## config.mk

```make
export PLATFORM = sky130hd
export DESIGN_NAME = alu_exec_unit
export DESIGN_NICKNAME = d
export VERILOG_FILES = /design/src/rtl/alu_pkg.sv /design/src/rtl/alu_comb.sv /design/src/rtl/alu_exec_unit.sv
export SDC_FILE = /design/constraint.sdc
export NUM_CORES = 1
export LEC_CHECK = 0
export ABC_AREA = 1
export BUFFER_PORTS_ARGS = -buffer_cell sky130_fd_sc_hd__buf_2
export CAP_MARGIN = 0
export CORE_MARGIN = 5
export CORE_UTILIZATION = 45
export CTS_CLUSTER_DIAMETER = 100
export DETAILED_ROUTE_END_ITERATION = 10
export PLACE_DENSITY_LB_ADDON = 0.15
export SYNTH_ARGS = -nofsm -noshare
export SYNTH_HDL_FRONTEND = slang
export SYNTH_SLANG_ARGS = --single-unit
```

## constraint.sdc

```tcl
create_clock -name clk -period 4.35 [get_ports clk]
set_input_delay 0.87 -clock clk [delete_from_list [all_inputs] [get_ports clk]]
set_output_delay 0.87 -clock clk [all_outputs]
set_load 0.02 [all_outputs]
```

## src/rtl/alu_pkg.sv

```systemverilog
// Shared ALU definitions: op codes, datapath width and the execute-stage state encoding.
package alu_pkg;

  localparam int unsigned ALU_XLEN = 32;

  localparam logic [3:0] ALU_ADD  = 4'b0000;
  localparam logic [3:0] ALU_SUB  = 4'b0001;
  localparam logic [3:0] ALU_MUL  = 4'b0010;
  localparam logic [3:0] ALU_SLL  = 4'b0100;
  localparam logic [3:0] ALU_SRL  = 4'b0110;
  localparam logic [3:0] ALU_SRA  = 4'b0111;
  localparam logic [3:0] ALU_AND  = 4'b1001;
  localparam logic [3:0] ALU_OR   = 4'b1010;
  localparam logic [3:0] ALU_XOR  = 4'b1011;
  localparam logic [3:0] ALU_SLTU = 4'b1100;
  localparam logic [3:0] ALU_SLT  = 4'b1101;

  typedef enum logic [1:0] {
    ST_IDLE = 2'd0,
    ST_MUL  = 2'd1,
    ST_DONE = 2'd2
  } alu_state_e;

endpackage

```

## src/rtl/alu_comb.sv

```systemverilog
// Single-cycle ALU operations; MUL and unlisted codes produce zero here.
module alu_comb
  import alu_pkg::*;
#(
  parameter int unsigned XLEN = ALU_XLEN
) (
  input  logic [3:0]      alu_op,
  input  logic [XLEN-1:0] a,
  input  logic [XLEN-1:0] b,
  output logic [XLEN-1:0] result_c
);

  localparam int unsigned SHAMT_W = $clog2(XLEN);

  logic [SHAMT_W-1:0] shamt;

  assign shamt = b[SHAMT_W-1:0];

  always_comb begin
    result_c = '0;
    case (alu_op)
      ALU_ADD:  result_c = a + b;
      ALU_SUB:  result_c = a - b;
      ALU_SLL:  result_c = a << shamt;
      ALU_SRL:  result_c = a >> shamt;
      ALU_SRA:  result_c = $unsigned($signed(a) >>> shamt);
      ALU_AND:  result_c = a & b;
      ALU_OR:   result_c = a | b;
      ALU_XOR:  result_c = a ^ b;
      ALU_SLTU: result_c = {{(XLEN-1){1'b0}}, (a < b)};
      ALU_SLT:  result_c = {{(XLEN-1){1'b0}}, ($signed(a) < $signed(b))};
      default:  result_c = '0;
    endcase
  end

endmodule

```

## src/rtl/alu_exec_unit.sv

```systemverilog
// Execute-stage ALU with valid/ready handshake; single-cycle ops via alu_comb,
// MUL via an iterative shift-add multiplier consuming MUL_STEP bits per cycle.
module alu_exec_unit
  import alu_pkg::*;
#(
  parameter int unsigned XLEN     = ALU_XLEN,
  parameter int unsigned MUL_STEP = 1
) (
  input  logic            clk,
  input  logic            rst_n,
  input  logic            in_valid,
  output logic            in_ready,
  input  logic [3:0]      alu_op,
  input  logic [XLEN-1:0] a,
  input  logic [XLEN-1:0] b,
  output logic            out_valid,
  input  logic            out_ready,
  output logic [XLEN-1:0] result,
  output logic            out_zero
);

  localparam int unsigned ITER  = XLEN / MUL_STEP;
  localparam int unsigned CNT_W = $clog2(ITER);

  alu_state_e        state_q, state_d;
  logic [XLEN-1:0]   acc_q, acc_d;
  logic [XLEN-1:0]   a_sh_q, a_sh_d;
  logic [XLEN-1:0]   b_sh_q, b_sh_d;
  logic [CNT_W-1:0]  cnt_q, cnt_d;
  logic [XLEN-1:0]   result_q, result_d;
  logic              zero_q, zero_d;
  logic [XLEN-1:0]   comb_res_c;
  logic [XLEN-1:0]   pp_c;
  logic              accept_c;

  alu_comb #(.XLEN(XLEN)) u_comb (
    .alu_op   (alu_op),
    .a        (a),
    .b        (b),
    .result_c (comb_res_c)
  );

  // A stalled DONE blocks new work; a consumed DONE can take the next op in the same cycle.
  assign in_ready  = (state_q == ST_IDLE) || ((state_q == ST_DONE) && out_ready);
  assign accept_c  = in_valid && in_ready;
  assign out_valid = (state_q == ST_DONE);
  assign result    = result_q;
  assign out_zero  = zero_q;
  assign pp_c      = a_sh_q * XLEN'(b_sh_q[MUL_STEP-1:0]);

  always_comb begin
    state_d  = state_q;
    acc_d    = acc_q;
    a_sh_d   = a_sh_q;
    b_sh_d   = b_sh_q;
    cnt_d    = cnt_q;
    result_d = result_q;
    zero_d   = zero_q;
    case (state_q)
      ST_IDLE, ST_DONE: begin
        if ((state_q == ST_DONE) && out_ready) begin
          state_d  = ST_IDLE;
          result_d = '0;
          zero_d   = 1'b0;
        end
        if (accept_c) begin
          if (alu_op == ALU_MUL) begin
            state_d  = ST_MUL;
            acc_d    = '0;
            a_sh_d   = a;
            b_sh_d   = b;
            cnt_d    = '0;
            result_d = '0;
            zero_d   = 1'b0;
          end else begin
            state_d  = ST_DONE;
            result_d = comb_res_c;
            zero_d   = (comb_res_c == '0);
          end
        end
      end
      ST_MUL: begin
        acc_d  = acc_q + pp_c;
        a_sh_d = a_sh_q << MUL_STEP;
        b_sh_d = b_sh_q >> MUL_STEP;
        cnt_d  = cnt_q + CNT_W'(1);
        if (cnt_q == CNT_W'(ITER - 1)) begin
          state_d  = ST_DONE;
          result_d = acc_d;
          zero_d   = (acc_d == '0);
        end
      end
      default: state_d = ST_IDLE;
    endcase
  end

  always_ff @(posedge clk) begin
    if (!rst_n) begin
      state_q  <= ST_IDLE;
      acc_q    <= '0;
      a_sh_q   <= '0;
      b_sh_q   <= '0;
      cnt_q    <= '0;
      result_q <= '0;
      zero_q   <= 1'b0;
    end else begin
      state_q  <= state_d;
      acc_q    <= acc_d;
      a_sh_q   <= a_sh_d;
      b_sh_q   <= b_sh_d;
      cnt_q    <= cnt_d;
      result_q <= result_d;
      zero_q   <= zero_d;
    end
  end

endmodule

```

==> metrics.txt <==
dominant cell type by area after synthesis=nand2_1; worst vdd ir=0.268 mV; DP HPWL=74200 µm; Achievable Freq=around 270 MHz; Post-Synthesis Cells=3247; drc violations=0; Total Wirelength=90900 µm; Setup CP Type=primary input to flop; top cells by area, synth=nand2_1 22%, dfxtp_1 15%, nand3_1 13%; Critical R2R Launch=b_sh_q[0]; Via density=approximately 6; register area share after synthesis=0.153; unrepaired setup endpoints after global routing=false; DP Area=0.0187 mm²; Hold Path Class=flop to flop; Initial DRT Pass Iterations=9; routability cong.=roughly 1.1; Die ar.=between 0.04 and 0.05 mm²; Setup crit end=out_zero; Total GRT Usage=0.395; Syn Area/Cell=5.48 µm²; global route overflow=0; CTS Buf Count=17; crit end category=flop; flops & latches, synth=136; mean routed wirelength per cell=roughly 24 µm; slowest stage cell, crit path=ha_1; later-pin clock latency in the skew report=480 ps; crit-path max FO=10; Place WS=~340 ps; Crit path largest cell delay=between 500 and 600 ps; Buf/Inv on CP=4; Reg-to-Reg End=out_zero; Register Area=roughly 0.0027 mm²; area grow syn2layout=8.45%; Die H=209 µm; YS warnings=0; Reg clk slew, reported paths=70 ps; Fin. Hold Viols=0; fin nets=3490; core area=between 0.03 and 0.04 mm²; area of the multi-input gates=0.0130 mm²; share of layout cells above drive strength 1=0.0750; final hold slack=464 ps; Post-CTS Hold Fix Bufs=0; Post-synth EDFFs=0; Post-CTS Setup Repair Bufs=0; max-slew violations=0; row count=72; Max clock buf depth=2; root buf cell=clkbuf_16; crit path time final=3670 ps; final setup skew=12.5 ps; fin area=0.0193 mm²; Crit path required time=around 4800 ps; post-CTS sizing=0; first-pass GRT wire length=131000 µm; Final Setup Violations=0; Post-synth ARST share=0; critical path's most frequent cell=nand2_1; Pwr Density=around 240 mW/mm²; vias in the first global route=21.3k; pin count of the biggest net entering global routing=74; Yosys top cell area share=0.223; Worst Max-Slew Pin Slew=1040 ps; Leak Pwr=~10 nW; Initial Utilization=0.457; Critical Path Start=a[13]; FILL cells=4406; synthesized cell area=0.0178 mm²; crit-path leading delay family=simple AND/OR/NAND/NOR gates; R2R setup slack=770 ps; I/O pin count=between 100 and 150; Rel. slew slack=0.304; IO buf count=~110; antenna violations before repair=6; Via Count=23.2k; Final TNS setup=0 ps; main flop type after synthesis=dfxtp_1; TritonCTS Sinks=136; H-tree Lvls=4; CP Launch Type=primary input; Setup WS post-layout=approximately 680 ps; number of routed nets with antenna violations=0; Yosys cell types=46; Starting DRT DRC Count=3059; R2R depth=18; cells along the critical path=buf_2, inv_1, ha_1, nand2_1, nor2_1, inv_1, nor3_1, o21ai_0, nand3_1, nand2_1, nand3_1, nand3_1, nor2_1, nand2_1, nor2_1, nand2_1, nand3_1, nand2_1, inv_1; post-synthesis net count=3455; die width=209 µm; WP data arrival=4100 ps; status=complete, no violations; Hold Crit Depth=2; crit share post-route=0.845; CTS tree=built; Crit path depth=19; maxcap violations=0
==> report_power, final <==
group	internal (W)	switching, W
combinational	0.000473	0.00127
clock	0.000847	0.000657
sequential	0.00130	0.0000371
==> cells in the final DEF (no fill, tap or decap), types with 3 or more instances in the layout <==
cell,n
or2_2,4
o21bai_1,18
o21ai_1,5
nand4_1,49
nand3b_1,7
a31oi_1,89
fa_1,3
inv_2,7
nand3_2,3
buf_4,65
xor2_1,11
nand2_2,16
a21oi_1,162
o21ai_0,168
nand2_1,1058
nor2_1,276
nor4_1,3
diode_2,4
xnor2_1,5
nor2_2,10
o211ai_1,31
nand3_1,470
clkinv_2,5
and2_1,8
o21a_1,3
inv_1,332
ha_1,133
nor3_1,34
clkinv_1,4
a221oi_1,10
o221ai_1,4
a21o_1,4
clkinvlp_4,3
clkbuf_16,17
dfxtp_1,136
a21boi_0,3
buf_2,106
o22ai_1,11
==> cell families after synthesis <==
logic type	share of synthesized area
AOI/OAI and AO/OA	0.164
xor gates and xnor gates	0.00788
DFF	0.153
adders and majority gates	0.0969
buffers and inverters	0.117
and+or+nand+nor	0.461
==> worst reg2reg max path, stage by stage, from the launching register on <==
cell and delay (ps):
dfxtp_1 690, nand2_1 110, inv_1 80, ha_1 270, fa_1 470, or2_2 300, nor3_1 220, nand3_1 150
nor2_1 120, nand2_1 90, nor2_1 90, nand2_1 110, nor2_1 180, nand4_1 140, nor2_1 130, nand4_1 150
nand3_1 120, nand2_1 60, inv_1 50
==> routing by layer <==
layer	track usage	up-vias	part of all wire
met3	0.0667	308	0.095
li1	-	10779	-
met1	0.498	10669	0.39
met4	0.240	4	0.074
met5	0	-	0.00078
met2	0.633	1425	0.44
==> worst min path at each step <==
| stage | startpoint | to |
|---|---|---|
| final | b_sh_q[31] | b_sh_q[31] |
| after global routing | cnt_q[4] | cnt_q[4] |
| after CTS | b_sh_q[31] | b_sh_q[31] |
| after detailed placement | b_sh_q[31] | b_sh_q[31] |
| after global placement | cnt_q[3] | cnt_q[3] |
| after floorplan | b_sh_q[31] | b_sh_q[31] |
==> synth_stat cells, drive strengths merged (10+ instances only) <==
| cell type | count |
|---|---|
| nand2 | 1074 |
| nand3 | 473 |
| inv | 341 |
| nor2 | 286 |
| o21ai | 173 |
| a21oi | 163 |
| dfxtp | 136 |
| ha | 133 |
| a31oi | 89 |
| buf | 82 |
| clkbuf | 75 |
| nand4 | 49 |
| nor3 | 35 |
| o211ai | 31 |
| o21bai | 18 |
| o22ai | 11 |
| xor2 | 11 |
| a221oi | 10 |
==> flip-flops by register name, indices dropped and copies added (netlist names) <==
signal    count
result       32
acc_q        32
cnt_q         5
b_sh_q       32
out_zero      1
a_sh_q       32
state_q       2
==> per-stage QoR <==
stage,util,power (W),std cells
after floorplan,-,0.00243,3247
after CTS,0.495,0.00453,3810
after global placement,0.481,0.00304,3781
final,0.496,0.00459,3814
after detailed placement,0.481,0.00304,3781
after global routing,0.496,0.00477,3814
==> cell type report <==
type                            instances  share of cell area
Antenna cell                            4            0.000519
Sequential cell                       136               0.141
Clock buffer                           18              0.0228
Inverter                              346              0.0676
Tap cell                              518              0.0336
Clock inverter                         11             0.00642
Multi-Input combinational cell       2608               0.673
Timing Repair Buffer                  173              0.0549
No activity file was read; power rests on OpenSTA's default activity.
